## config.mk

```make
export PLATFORM = sky130hd
export DESIGN_NAME = bit_width_restore
export DESIGN_NICKNAME = d
export VERILOG_FILES = /design/src/rtl/bit_width_restore.sv
export SDC_FILE = /design/constraint.sdc
export NUM_CORES = 1
export LEC_CHECK = 0
export CORE_MARGIN = 2
export CORE_UTILIZATION = 51
export CTS_BUF_LIST = sky130_fd_sc_hd__clkbuf_8
export DETAILED_ROUTE_END_ITERATION = 8
export PLACE_DENSITY_LB_ADDON = 0.1
export RECOVER_POWER = 100
export SYNTH_ARGS = -nofsm -noshare
export SYNTH_HDL_FRONTEND = slang
export SYNTH_SLANG_ARGS = --single-unit
```

## constraint.sdc

```tcl
create_clock -name clk -period 3 [get_ports clk]
set_clock_uncertainty 0.2 [all_clocks]
set_input_delay 0.45 -clock clk [delete_from_list [all_inputs] [get_ports clk]]
set_output_delay 0.45 -clock clk [all_outputs]
set_load 0.005 [all_outputs]
```

## src/rtl/bit_width_restore.sv

```systemverilog
// Restores narrow signed samples to WIDE_WIDTH by shifting back up, with an
// optional half-LSB fill, behind a 2-entry skid buffer and a saturating transfer counter.
module bit_width_restore #(
    parameter int NARROW_WIDTH = 16,
    parameter int WIDE_WIDTH   = 32,
    parameter int ROUND_HALF   = 1
) (
    input  logic                    clk,
    input  logic                    rst_n,
    input  logic                    in_valid,
    output logic                    in_ready,
    input  logic [NARROW_WIDTH-1:0] in_data,
    input  logic                    in_last,
    output logic                    out_valid,
    input  logic                    out_ready,
    output logic [WIDE_WIDTH-1:0]   out_data,
    output logic                    out_last,
    input  logic                    cnt_clear,
    output logic [31:0]             sample_count
);

    localparam int SHIFT   = WIDE_WIDTH - NARROW_WIDTH;
    localparam int LOW_POS = (SHIFT > 0) ? (SHIFT - 1) : 0;
    localparam int EW      = WIDE_WIDTH + 1;

    typedef enum logic [1:0] {
        ST_EMPTY = 2'd0,
        ST_ONE   = 2'd1,
        ST_FULL  = 2'd2
    } state_t;

    state_t          state_r, state_s;
    logic            in_ready_r, in_ready_s;
    logic            out_valid_r, out_valid_s;
    logic [EW-1:0]   head_r, head_s;
    logic [EW-1:0]   skid_r, skid_s;
    logic [31:0]     cnt_r, cnt_s;
    logic            push_s, pop_s;
    logic [EW-1:0]   conv_s;

    // Buffer entry {last, restored data}; the upper NARROW_WIDTH bits carry the sample.
    function automatic logic [EW-1:0] restore(input logic [NARROW_WIDTH-1:0] d,
                                              input logic l);
        logic [WIDE_WIDTH-1:0] r;
        r = WIDE_WIDTH'(d) << SHIFT;
        if ((ROUND_HALF != 0) && (SHIFT > 0)) begin
            r = r | (WIDE_WIDTH'(1'b1) << LOW_POS);
        end else begin
            r = r;
        end
        return {l, r};
    endfunction

    assign push_s = in_valid & in_ready_r;
    assign pop_s  = out_valid_r & out_ready;
    assign conv_s = restore(in_data, in_last);

    // Occupancy state register.
    always_ff @(posedge clk or negedge rst_n) begin
        if (!rst_n) begin
            state_r <= ST_EMPTY;
        end else begin
            state_r <= state_s;
        end
    end

    // Next occupancy from push/pop.
    always_comb begin
        state_s = state_r;
        case (state_r)
            ST_EMPTY: begin
                if (push_s) state_s = ST_ONE;
                else        state_s = ST_EMPTY;
            end
            ST_ONE: begin
                if (push_s && !pop_s)      state_s = ST_FULL;
                else if (!push_s && pop_s) state_s = ST_EMPTY;
                else                       state_s = ST_ONE;
            end
            ST_FULL: begin
                if (pop_s) state_s = ST_ONE;
                else       state_s = ST_FULL;
            end
            default: state_s = ST_EMPTY;
        endcase
    end

    // Handshake flags for the coming cycle, decoded from next state so they can be registered.
    always_comb begin
        in_ready_s  = 1'b1;
        out_valid_s = 1'b0;
        case (state_s)
            ST_EMPTY: begin in_ready_s = 1'b1; out_valid_s = 1'b0; end
            ST_ONE:   begin in_ready_s = 1'b1; out_valid_s = 1'b1; end
            ST_FULL:  begin in_ready_s = 1'b0; out_valid_s = 1'b1; end
            default:  begin in_ready_s = 1'b1; out_valid_s = 1'b0; end
        endcase
    end

    // Head holds the presented sample; skid catches the one arriving while head stalls.
    always_comb begin
        head_s = head_r;
        skid_s = skid_r;
        case (state_r)
            ST_EMPTY: begin
                if (push_s) head_s = conv_s;
                else        head_s = head_r;
            end
            ST_ONE: begin
                if (push_s && pop_s) head_s = conv_s;
                else if (push_s)     skid_s = conv_s;
                else                 head_s = head_r;
            end
            ST_FULL: begin
                if (pop_s) head_s = skid_r;
                else       head_s = head_r;
            end
            default: begin
                head_s = head_r;
                skid_s = skid_r;
            end
        endcase
    end

    // Saturating transfer count; clear wins over a simultaneous pop.
    always_comb begin
        cnt_s = cnt_r;
        if (cnt_clear) begin
            cnt_s = 32'd0;
        end else if (pop_s && (cnt_r != 32'hFFFF_FFFF)) begin
            cnt_s = cnt_r + 32'd1;
        end else begin
            cnt_s = cnt_r;
        end
    end

    // Datapath and output registers.
    always_ff @(posedge clk or negedge rst_n) begin
        if (!rst_n) begin
            in_ready_r  <= 1'b1;
            out_valid_r <= 1'b0;
            head_r      <= '0;
            skid_r      <= '0;
            cnt_r       <= 32'd0;
        end else begin
            in_ready_r  <= in_ready_s;
            out_valid_r <= out_valid_s;
            head_r      <= head_s;
            skid_r      <= skid_s;
            cnt_r       <= cnt_s;
        end
    end

    assign in_ready     = in_ready_r;
    assign out_valid    = out_valid_r;
    assign out_data     = head_r[WIDE_WIDTH-1:0];
    assign out_last     = head_r[WIDE_WIDTH];
    assign sample_count = cnt_r;

endmodule

```

==> results_tabular.tex, run 1 <==
\begin{tabular}{lr}
\hline
Metric & Value \\
\hline
\multicolumn{2}{l}{\textbf{Run status}} \\
Run status & finished, violations left \\
Failing checks & capacitance limit, slew limit \\
\multicolumn{2}{l}{\textbf{Synth}} \\
Instance count of the mapped netlist & 363 \\
Share of flip-flops with an asynchronous set or reset after synthesis & 1.00 \\
Top\_reg\_cell synth & dfrtp\_1 \\
Synth top area share & 0.490 \\
Yosys warnings & 0 \\
Fraction of the yosys area taken by sequential cells & 0.497 \\
Number of enable flip-flop cells after synthesis & 0 \\
Number of library cell types mapped by synthesis & 42 \\
Biggest area consumer among synthesized cells & dfrtp\_1 \\
Total standard cell area after synthesis & 0.00363 mm² \\
Ranking of synthesized cells by area & dfrtp\_1 (49\%), mux2\_2 (5.9\%), mux2i\_1 (5.0\%), o21ai\_0 (3.9\%), a21oi\_1 (3.3\%) \\
Flip-flop and latch count after synthesis & 72 \\
Mean instance size in the synthesized netlist & 9.99 µm² \\
\multicolumn{2}{l}{\textbf{Clock tree}} \\
CTS Sinks & 72 \\
Post-CTS setup buffer count & 0 \\
Clock buffer count from CTS & 9 \\
Clock root buffer & clkbuf\_8 \\
CTS-repair resized insts & 0 \\
Clock latency at the later pin of the worst-skew pair & 0.34 ns \\
TritonCTS clock tree & built \\
Longest Clk Path Bufs & 2 \\
Clock slew seen by the registers of the worst setup and hold paths & 0.08 ns \\
H-tree levels & 3 \\
CTS Hold Buffers Added & 0 \\
\multicolumn{2}{l}{\textbf{Place}} \\
\# port buffers & 73 \\
HPWL after DPL & 5310 µm \\
Routability Congestion & 0.786 \\
Post-detailed-placement cell area & 0.00440 mm² \\
\multicolumn{2}{l}{\textbf{Critical path}} \\
Startpoint types & register \\
CP max FO & 10 \\
Required time worst endpoint & 3.05 ns \\
Kind of end point of the critical path & register \\
R2R depth & 5 \\
Internal reg-to-reg setup slack & 0.29 ns \\
Endpoint of the worst register-to-register path & sample\_count[31] \\
RR Startpoint & sample\_count[8] \\
Data arrival time of the worst path & 2.76 ns \\
Class of the most critical setup path & register to register \\
\multicolumn{2}{l}{\textbf{Min path}} \\
Hold\_sp & head\_r[29] \\
Class of the tightest hold or removal check & register to register \\
End of the worst hold path & head\_r[29] \\
Hold Crit Depth & 2 \\
\multicolumn{2}{l}{\textbf{Final layout}} \\
Area added between synthesis and finish & 27.3\% \\
Final layout net count & 459 \\
Diodes inserted & 0 \\
Filler cells & 571 \\
Design area & 0.00462 mm² \\
Share of cells above drive strength 1 & 0.109 \\
\multicolumn{2}{l}{\textbf{Routing}} \\
Routed WL per cell & 14.6 µm \\
Via count normalized by instance count & 5.57 \\
Total number of vias & 2983 \\
Antenna viol nets, final & 0 \\
First drt pass iteration count & 5 \\
Initial drt markers & 179 \\
Total routed wirelength & 7850 µm \\
DRC violation count after routing & 0 \\
\multicolumn{2}{l}{\textbf{Floorplan}} \\
IO Pins & 89 \\
Area enclosed by the die boundary & 0.00780 mm² \\
Core region area & 0.00683 mm² \\
Width of the die & 88.3 µm \\
Initial cell density of the core & 0.531 \\
Y dimension of the die & 88.3 µm \\
Rows & 30 \\
\multicolumn{2}{l}{\textbf{Timing}} \\
Unrepaired setup endpoints after global routing & false \\
Tmin final & 2.71 ns \\
Hold Vio Cnt, Final & 0 \\
Post-Route Hold Slack & 0.272 ns \\
Final Setup Violations & 0 \\
Worst slew margin & -0.199 \\
Pins Over Slew Limit & 73 \\
Highest clock frequency the design can meet & 0.369 GHz \\
Worst Tran Pin Value & 1.80 ns \\
Total Neg Setup Slack & 0 ns \\
Final period utilization & 0.903 \\
\multicolumn{2}{l}{\textbf{GRT}} \\
Total Routing Usage GR & 0.215 \\
Maximum number of pins on one net before global-route repair & 73 \\
Antenna violations before repair & 0 \\
Vias in the first global route & 2872 \\
Remaining Overflow, GRT & 0 \\
Wire length of the first global-routing pass & 13000 µm \\
\multicolumn{2}{l}{\textbf{Power and ir drop}} \\
Peak supply drop & 0.443 mV \\
P per Cell Area & 688 mW/mm² \\
Cell leakage power & 2.04 nW \\
Overall power & 0.00318 W \\
\multicolumn{2}{l}{\textbf{Run}} \\
Max capacitance violation total & 1 \\
\hline
\end{tabular}
-- where the power goes --
group | leakage [nW] | total (W) | internal [W] | switching [W]
combinational | 0.998 | 0.000862 | 0.000458 | 0.000404
sequential | 0.923 | 0.00138 | 0.00124 | 0.000139
clock | 0.121 | 0.000935 | 0.000554 | 0.000381
total | 2.04 | 0.00318 | 0.00225 | 0.000924
-- sequential cells by signal (all words and copies together), names as in the netlist --
register	count
state_r	2
skid_r	18
sample_count	32
out_valid	1
head_r	18
in_ready	1
-- through the flow --
stage	setup slack, ns	utilization	std cells
global placement	0.355	0.644	520
CTS	0.409	0.679	536
global route	0.160	0.676	536
floorplan	0.534	-	377
detailed placement	0.292	0.644	520
finish	0.291	0.676	536
-- area by class of cell --
type | count | area [µm²] | share of cell area
flip-flops and latches | 72 | 1800 | 0.391
clock inverters | 7 | 119 | 0.0257
inverters | 8 | 30.0 | 0.00650
repair buffers | 81 | 772 | 0.167
well taps | 96 | 120 | 0.0260
multi-input cells | 263 | 1650 | 0.357
clock buffers | 9 | 124 | 0.0268
-- kinds of logic after synthesis --
family	after synthesis	synth area share
compound gates	64	0.0983
xor+xnor	8	0.0193
fa+ha+maj	2	0.00690
buf+inv	42	0.0617
flops	72	0.497
mux	37	0.109
other cells	1	0.00103
simple gates	137	0.207
-- routing by layer --
layer  share of wire  global-route usage  wire, µm
met5               0                   0         0
met3           0.063              0.0448       493
met2            0.48               0.343      3770
met4           0.013              0.0895       106
met1            0.44               0.286      3480
-- worst max-delay path by stage --
stage | endpoint | startpoint
after CTS | sample_count[31] | sample_count[8]
after global placement | sample_count[31] | out_ready
after global routing | sample_count[31] | sample_count[8]
final | sample_count[31] | sample_count[8]
after floorplan | sample_count[23] | sample_count[8]
after detailed placement | sample_count[31] | out_ready
-- cell usage after synthesis, types with 2 or more instances --
library cell / number
dfrtp_1: 71
nand2_1: 32
o21ai_0: 28
a21oi_1: 24
nand3_1: 23
nor2_1: 20
mux2_2: 19
mux2i_1: 18
buf_4: 15
clkbuf_1: 14
or3_1: 10
nor4_1: 9
inv_1: 8
nand4_1: 7
o31ai_1: 7
or4_1: 7
xnor2_1: 7
nor3_1: 6
and4_1: 4
and2_1: 3
buf_1: 2
buf_2: 2
ha_1: 2
nand2b_1: 2
nor2b_1: 2
o41ai_1: 2
or4_2: 2
or4b_2: 2
or4bb_1: 2
-- critical path, stage by stage, from the launching register on --
cell,delay (ns)
dfrtp_1,0.46
nand4_2,0.18
or4_1,0.74
or3_4,0.46
or4_1,0.42
a21oi_1,0.15
-- cells in the final DEF (no fill, tap or decap), drive strengths merged, types with 4 or more instances in the layout --
master	n
a21oi	24
and4	4
buf	4
clkbuf	14
clkdlybuf4s50	18
conb	15
dfrtp	71
dlygate4sd3	54
inv	10
mux2	19
mux2i	18
nand2	32
nand3	23
nand4	8
nor2	20
nor3	6
nor4	9
o21ai	28
o31ai	8
or3	12
or4	10
xnor2	7
(Power assumes the default switching activity.)
==> run 2, diff against run 1 <==
--- a/config.mk
+++ b/config.mk
@@ -5,10 +5,11 @@
 export SDC_FILE = /design/constraint.sdc
 export NUM_CORES = 1
 export LEC_CHECK = 0
-export CORE_MARGIN = 2
+export CORE_MARGIN = 4
 export CORE_UTILIZATION = 51
 export CTS_BUF_LIST = sky130_fd_sc_hd__clkbuf_8
 export DETAILED_ROUTE_END_ITERATION = 8
+export MAX_ROUTING_LAYER = met4
 export PLACE_DENSITY_LB_ADDON = 0.1
 export RECOVER_POWER = 100
 export SYNTH_ARGS = -nofsm -noshare
==> run 2 against run 1 <==
Compared with the run above: first-iteration DRC count down 45%; critical endpoint unchanged; register-to-register slack improved by 0.05 ns; setup slack better by 0.055 ns; core utilization down 0.28 points; count of clock-buffer cells in the layout is 1 higher; clock power decreased by 6.4%; combinational power is 2% higher; hold slack better by 0.0024 ns; sequential share of layout area decreased by 0.053 points; the run still ends with capacitance limit, slew limit left; fmax rose by 2.1%; die area increased by 9.3%.
==> results_tabular.tex, run 2 (synthesized netlist as in run 1, its figures left out) <==
\begin{tabular}{lr}
\hline
Metric & Value \\
\hline
\multicolumn{2}{l}{\textbf{Run status}} \\
Run status & finished, violations left \\
Failing checks & capacitance limit, slew limit \\
\multicolumn{2}{l}{\textbf{Critical path}} \\
Required time worst endpoint & 3.05 ns (about the same) \\
Class of the most critical setup path & register to register \\
Cell Chain, Critical Path & nand4\_1, or4\_4, or3\_1, or4\_1, a21oi\_1 \\
Critical-path cell with the highest stage delay & or4\_4 \\
Kind of end point of the critical path & register \\
CP peak stage delay & 0.66 ns (-0.08 ns) \\
Startpoint types & register \\
Gate family responsible for the most delay along the worst path & simple AND/OR/NAND/NOR gates \\
Data arrival time of the worst path & 2.71 ns (-0.05 ns) \\
CP max FO & 10 (unchanged) \\
Sum of buffers and inverters on the critical path & 0 (unchanged) \\
\multicolumn{2}{l}{\textbf{Final layout}} \\
Leading cell type in the layout, fill and taps excluded & dfrtp\_1 \\
Flip-flop count of the largest register after layout & 32 (unchanged) \\
Final layout net count & 460 (+0.22\%) \\
Most used cells in the layout excluding fill and tap cells & dfrtp\_1 (71), dlygate4sd3\_1 (54), nand2\_1 (32) \\
Share of cells above drive strength 1 & 0.116 (+0.00656) \\
Area added between synthesis and finish & 27.5\% \\
Utilization after layout & 0.673 (-0.00278) \\
\multicolumn{2}{l}{\textbf{Timing}} \\
Final period utilization & 0.885 (-0.0183) \\
Final WS setup & 0.346 ns (+0.0550 ns) \\
Unrepaired setup endpoints after global routing & false \\
Pins Over Slew Limit & 36 (-51\%) \\
Final Setup Violations & 0 (unchanged) \\
Tmin final & 2.65 ns (-0.0550 ns) \\
Highest clock frequency the design can meet & 0.377 GHz (+2.1\%) \\
Post-Route Hold Slack & 0.274 ns (+0.00241 ns) \\
Hold Vio Cnt, Final & 0 (unchanged) \\
Worst slew margin & -0.267 (-0.0688) \\
Worst Tran Pin Value & 1.90 ns (+0.103 ns) \\
Total Neg Setup Slack & 0 ns (unchanged) \\
\multicolumn{2}{l}{\textbf{Routing}} \\
Total routed wirelength & 8080 µm (+2.9\%) \\
DRC violation count after routing & 0 (unchanged) \\
First drt pass iteration count & 4 (-1) \\
Routed WL per cell & 15.0 µm (+2.5\%) \\
Initial drt markers & 99 (-45\%) \\
Total number of vias & 2938 (-1.5\%) \\
Antenna viol nets, final & 0 (unchanged) \\
Via count normalized by instance count & 5.46 (-1.9\%) \\
\multicolumn{2}{l}{\textbf{Floorplan}} \\
Core region area & 0.00687 mm² (+0.55\%) \\
Rows & 30 (unchanged) \\
Initial cell density of the core & 0.528 (-0.00290) \\
Y dimension of the die & 92.3 µm (+4.5\%) \\
Area enclosed by the die boundary & 0.00853 mm² (+9.3\%) \\
Width of the die & 92.3 µm (+4.5\%) \\
IO Pins & 89 (unchanged) \\
\multicolumn{2}{l}{\textbf{Place}} \\
Routability Congestion & 0.856 (+8.8\%) \\
\# port buffers & 73 (unchanged) \\
HPWL after DPL & 5700 µm (+7.3\%) \\
Pre-CTS worst setup slack & 0.370 ns (+0.0779 ns) \\
\multicolumn{2}{l}{\textbf{Clock tree}} \\
TritonCTS clock tree & built \\
CTS-repair resized insts & 0 (unchanged) \\
CTS Hold Buffers Added & 0 (unchanged) \\
Post-CTS setup buffer count & 0 (unchanged) \\
CTS Sinks & 72 (unchanged) \\
Clock root buffer & clkbuf\_8 \\
Clock latency at the later pin of the worst-skew pair & 0.34 ns (about the same) \\
H-tree levels & 3 (unchanged) \\
Clock slew seen by the registers of the worst setup and hold paths & 0.08 ns (about the same) \\
Longest Clk Path Bufs & 2 (unchanged) \\
Clock buffer count from CTS & 9 (unchanged) \\
\multicolumn{2}{l}{\textbf{Power and ir drop}} \\
Share of power burned in the clock network & 0.279 (-0.015) \\
Peak supply drop & 0.456 mV (+2.9\%) \\
Power share of the sequential group & 0.441 (+0.007) \\
Proportion of power drawn by combinational gates & 0.280 (+0.008) \\
P per Cell Area & 678 mW/mm² (-1.4\%) \\
Overall power & 0.00314 W (-1.3\%) \\
Cell leakage power & 2.03 nW (-0.67\%) \\
Proportion of total power due to net switching & 0.300 (+0.00870) \\
Switching pwr & 0.000939 W (+1.7\%) \\
Cell-internal power & 0.00220 W (-2.5\%) \\
\multicolumn{2}{l}{\textbf{GRT}} \\
Vias in the first global route & 2969 (+3.4\%) \\
Remaining Overflow, GRT & 0 (unchanged) \\
Antenna violations before repair & 1 (+1) \\
Total Routing Usage GR & 0.206 (-0.00827) \\
Maximum number of pins on one net before global-route repair & 38 (-48\%) \\
Wire length of the first global-routing pass & 13800 µm (+6.0\%) \\
\multicolumn{2}{l}{\textbf{Run}} \\
Max capacitance violation total & 1 (unchanged) \\
\multicolumn{2}{l}{\textbf{Min path}} \\
Class of the tightest hold or removal check & register to register \\
\hline
\end{tabular}
## run 2: worst paths after layout
path | from | end | slack [ns] | depth (start not counted)
min in group asynchronous | rst_n | head_r[28] | 0.43 | 1
worst min-delay path | head_r[26] | head_r[26] | 0.27 | 2
worst min register to register | head_r[26] | head_r[26] | 0.27 | 2
max in group asynchronous | rst_n | head_r[25] | 1.08 | 1
worst max register to register | sample_count[8] | sample_count[31] | 0.35 | 5
worst max-delay path | sample_count[8] | sample_count[31] | 0.35 | 5
## run 2: power by group through the flow
stage	Combinational [W]	Clock [W]	Sequential (W)
finish	0.000878	0.000875	0.00138
global route	0.000987	0.000934	0.00142
CTS	0.000956	0.000894	0.00139
detailed placement	0.000954	0	0.00141
global placement	0.000915	0	0.00139
floorplan	0.000519	0	0.00139
## run 2: cell type report
class | count | area (µm²)
antenna | 1 | 2.50
fill | 569 | 2250
multi-input combinational | 263 | 1640
sequential | 72 | 1800
clock buffer | 10 | 138
clock inverter | 6 | 91.3
tap | 96 | 120
inverter | 8 | 30.0
timing repair buffer | 82 | 798
## run 2: worst register-to-register path: cells and delay by family (launching register included)
kind / cells / cell delay (ns)
AND/OR/NAND/NOR: 4 / 1.76
AO/OA/AOI/OAI: 1 / 0.15
flip-flops: 1 / 0.45
## run 2: metal layers
metal	global-route usage	share of wire	vias up
met5	-	0	-
met4	0.0792	0.0099	0
met3	0.0382	0.056	8
met2	0.338	0.50	88
met1	0.255	0.44	1415
li1	-	-	1427
## run 2: stage by stage
stage	instance area, µm²	cells
after CTS	4640	537
after floorplan	3680	377
after global placement	4420	521
after global routing	4620	538
final	4620	538
after detailed placement	4420	521
==> run 3, diff against run 2 <==
--- a/config.mk
+++ b/config.mk
@@ -6,7 +6,7 @@
 export NUM_CORES = 1
 export LEC_CHECK = 0
 export CORE_MARGIN = 4
-export CORE_UTILIZATION = 51
+export CORE_UTILIZATION = 55
 export CTS_BUF_LIST = sky130_fd_sc_hd__clkbuf_8
 export DETAILED_ROUTE_END_ITERATION = 8
 export MAX_ROUTING_LAYER = met4
==> constraint.sdc (replaced) <==
create_clock -name clk -period 3.4 [get_ports clk]
set_clock_uncertainty 0.2 [all_clocks]
set_input_delay 0.51 -clock clk [delete_from_list [all_inputs] [get_ports clk]]
set_output_delay 0.51 -clock clk [all_outputs]
set_load 0.005 [all_outputs]
==> run 3 against run 2 <==
Compared with the run above: die area decreased by 6.7%; non-clock buffer count decreased by 2; sequential share of layout area increased by 0.63 points; the run still ends with capacitance limit, slew limit left; highest routed layer unchanged; sequential power decreased by 12%; fmax decreased by 5.3%; final area decreased by 1.6%; core utilization increased by 3.9 points; critical endpoint is now sample_count[25]; via count increased by 1.5%; critical path depth unchanged; count of clock-buffer cells in the layout decreased by 1; setup slack improved by 0.25 ns.
==> results_tabular.tex, run 3 (synthesized netlist as in run 1, its figures left out) <==
\begin{tabular}{lr}
\hline
Metric & Value \\
\hline
\multicolumn{2}{l}{\textbf{Run status}} \\
Run status & finished, violations left \\
Failing checks & capacitance limit, slew limit \\
\multicolumn{2}{l}{\textbf{Clock tree}} \\
CTS-repair resized insts & 0 (unchanged) \\
Clock buffer count from CTS & 9 (unchanged) \\
Post-CTS setup buffer count & 0 (unchanged) \\
Clock root buffer & clkbuf\_8 \\
Clock latency at the later pin of the worst-skew pair & 0.34 ns (about the same) \\
CTS Hold Buffers Added & 0 (unchanged) \\
CTS Sinks & 72 (unchanged) \\
H-tree levels & 3 (unchanged) \\
Clock slew seen by the registers of the worst setup and hold paths & 0.08 ns (about the same) \\
Longest Clk Path Bufs & 2 (unchanged) \\
TritonCTS clock tree & built \\
\multicolumn{2}{l}{\textbf{Routing}} \\
Routed WL per cell & 15.4 µm (+2.8\%) \\
Initial drt markers & 171 (+73\%) \\
DRC violation count after routing & 0 (unchanged) \\
Via count normalized by instance count & 5.78 (+5.8\%) \\
Total routed wirelength & 7970 µm (-1.4\%) \\
Total number of vias & 2981 (+1.5\%) \\
First drt pass iteration count & 4 (unchanged) \\
Antenna viol nets, final & 0 (unchanged) \\
\multicolumn{2}{l}{\textbf{Power and ir drop}} \\
P per Cell Area & 602 mW/mm² (-11\%) \\
Peak supply drop & 0.443 mV (-2.8\%) \\
Cell leakage power & 2.01 nW (-0.95\%) \\
\multicolumn{2}{l}{\textbf{Critical path}} \\
Class of the most critical setup path & register to register \\
First element of the critical path & sample\_count[8] \\
Required time worst endpoint & 3.43 ns (+0.38 ns) \\
Data arrival time of the worst path & 2.83 ns (+0.12 ns) \\
Startpoint types & register \\
RR Startpoint & sample\_count[8] \\
CP max FO & 10 (unchanged) \\
Internal reg-to-reg setup slack & 0.60 ns (+0.25 ns) \\
Kind of end point of the critical path & register \\
\multicolumn{2}{l}{\textbf{Final layout}} \\
Leading cell type in the layout, fill and taps excluded & dfrtp\_1 \\
Most used cells in the layout excluding fill and tap cells & dfrtp\_1 (71), dlygate4sd3\_1 (53), nand2\_1 (32) \\
Flip-flop count of the largest register after layout & 32 (unchanged) \\
Share of cells above drive strength 1 & 0.100 (-0.0154) \\
Diodes inserted & 0 (-1) \\
Final layout net count & 458 (-0.43\%) \\
Area added between synthesis and finish & 25.4\% \\
Utilization after layout & 0.712 (+0.0393) \\
\multicolumn{2}{l}{\textbf{Min path}} \\
Class of the tightest hold or removal check & register to register \\
Hold\_sp & head\_r[24] \\
\multicolumn{2}{l}{\textbf{GRT}} \\
Wire length of the first global-routing pass & 13500 µm (-2.5\%) \\
Total Routing Usage GR & 0.224 (+0.0177) \\
Maximum number of pins on one net before global-route repair & 73 (+92\%) \\
Vias in the first global route & 2848 (-4.1\%) \\
Antenna violations before repair & 0 (-1) \\
Remaining Overflow, GRT & 0 (unchanged) \\
\multicolumn{2}{l}{\textbf{Timing}} \\
Final Setup Violations & 0 (unchanged) \\
Worst Tran Pin Value & 1.77 ns (-0.136 ns) \\
Total Neg Setup Slack & 0 ns (unchanged) \\
Worst slew margin & -0.177 (+0.0904) \\
Highest clock frequency the design can meet & 0.357 GHz (-5.3\%) \\
Hold Vio Cnt, Final & 0 (unchanged) \\
Tmin final & 2.80 ns (+0.147 ns) \\
Unrepaired setup endpoints after global routing & false \\
Final period utilization & 0.824 (-0.0607) \\
Post-Route Hold Slack & 0.275 ns (+0.00102 ns) \\
Pins Over Slew Limit & 73 (+100\%) \\
\multicolumn{2}{l}{\textbf{Floorplan}} \\
Core region area & 0.00639 mm² (-7.0\%) \\
Y dimension of the die & 89.2 µm (-3.4\%) \\
Width of the die & 89.2 µm (-3.4\%) \\
Initial cell density of the core & 0.568 (+0.0399) \\
IO Pins & 89 (unchanged) \\
Rows & 29 (-3.3\%) \\
Area enclosed by the die boundary & 0.00796 mm² (-6.7\%) \\
\multicolumn{2}{l}{\textbf{Place}} \\
HPWL after DPL & 5410 µm (-5.1\%) \\
\# port buffers & 73 (unchanged) \\
Routability Congestion & 0.797 (-6.9\%) \\
\multicolumn{2}{l}{\textbf{Run}} \\
Max capacitance violation total & 1 (unchanged) \\
\hline
\end{tabular}
## run 3: path summary, 6_finish.rpt
path                                         end  cells past startpoint
worst min-delay path                  head_r[24]                      2
min in group asynchronous        sample_count[4]                      1
worst min register to register        head_r[24]                      2
worst max register to register  sample_count[25]                      5
max in group asynchronous             skid_r[20]                      1
worst max-delay path            sample_count[25]                      5
## run 3: final cells by class
cell class | instances | area (µm²)
clock inverters | 7 | 96.3
repair buffers | 80 | 763
multi-input cells | 263 | 1640
flip-flops and latches | 72 | 1800
clock buffers | 9 | 124
well taps | 77 | 96.3
fillers | 509 | 1840
inverters | 8 | 30.0
## run 3: worst max-delay path, cell delays in order, from the launching register on
cell	delay (ns)
dfrtp_1	0.47
nand4_1	0.22
or4_1	0.75
nor3_1	0.58
nor4_1	0.12
mux2_1	0.33
## run 3: metrics by stage
stage / instance area (µm²) / instances / setup slack (ns) / total power, W
2_1_floorplan: 3680 / 377 / 0.934 / 0.00168
3_3_place_gp: 4370 / 500 / 0.698 / 0.00203
3_5_place_dp: 4370 / 500 / 0.632 / 0.00207
4_1_cts: 4590 / 516 / 0.804 / 0.00283
5_1_grt: 4550 / 516 / 0.371 / 0.00293
6_report: 4550 / 516 / 0.598 / 0.00274
## run 3: layer usage
| layer | up-vias | GRT usage | wire (µm) |
|---|---|---|---|
| met4 | 0 | 0.0974 | 163 |
| met2 | 93 | 0.338 | 3750 |
| li1 | 1425 | - | - |
| met5 | - | - | 0 |
| met3 | 14 | 0.0313 | 463 |
| met1 | 1449 | 0.303 | 3590 |
## run 3: report_power, final
part / internal [W] / leakage (nW) / total [W] / switching [W]
clock network: 0.000414 / 0.107 / 0.000751 / 0.000337
logic: 0.000404 / 0.979 / 0.000766 / 0.000362
registers: 0.00109 / 0.923 / 0.00122 / 0.000128
total: 0.00191 / 2.01 / 0.00274 / 0.000827
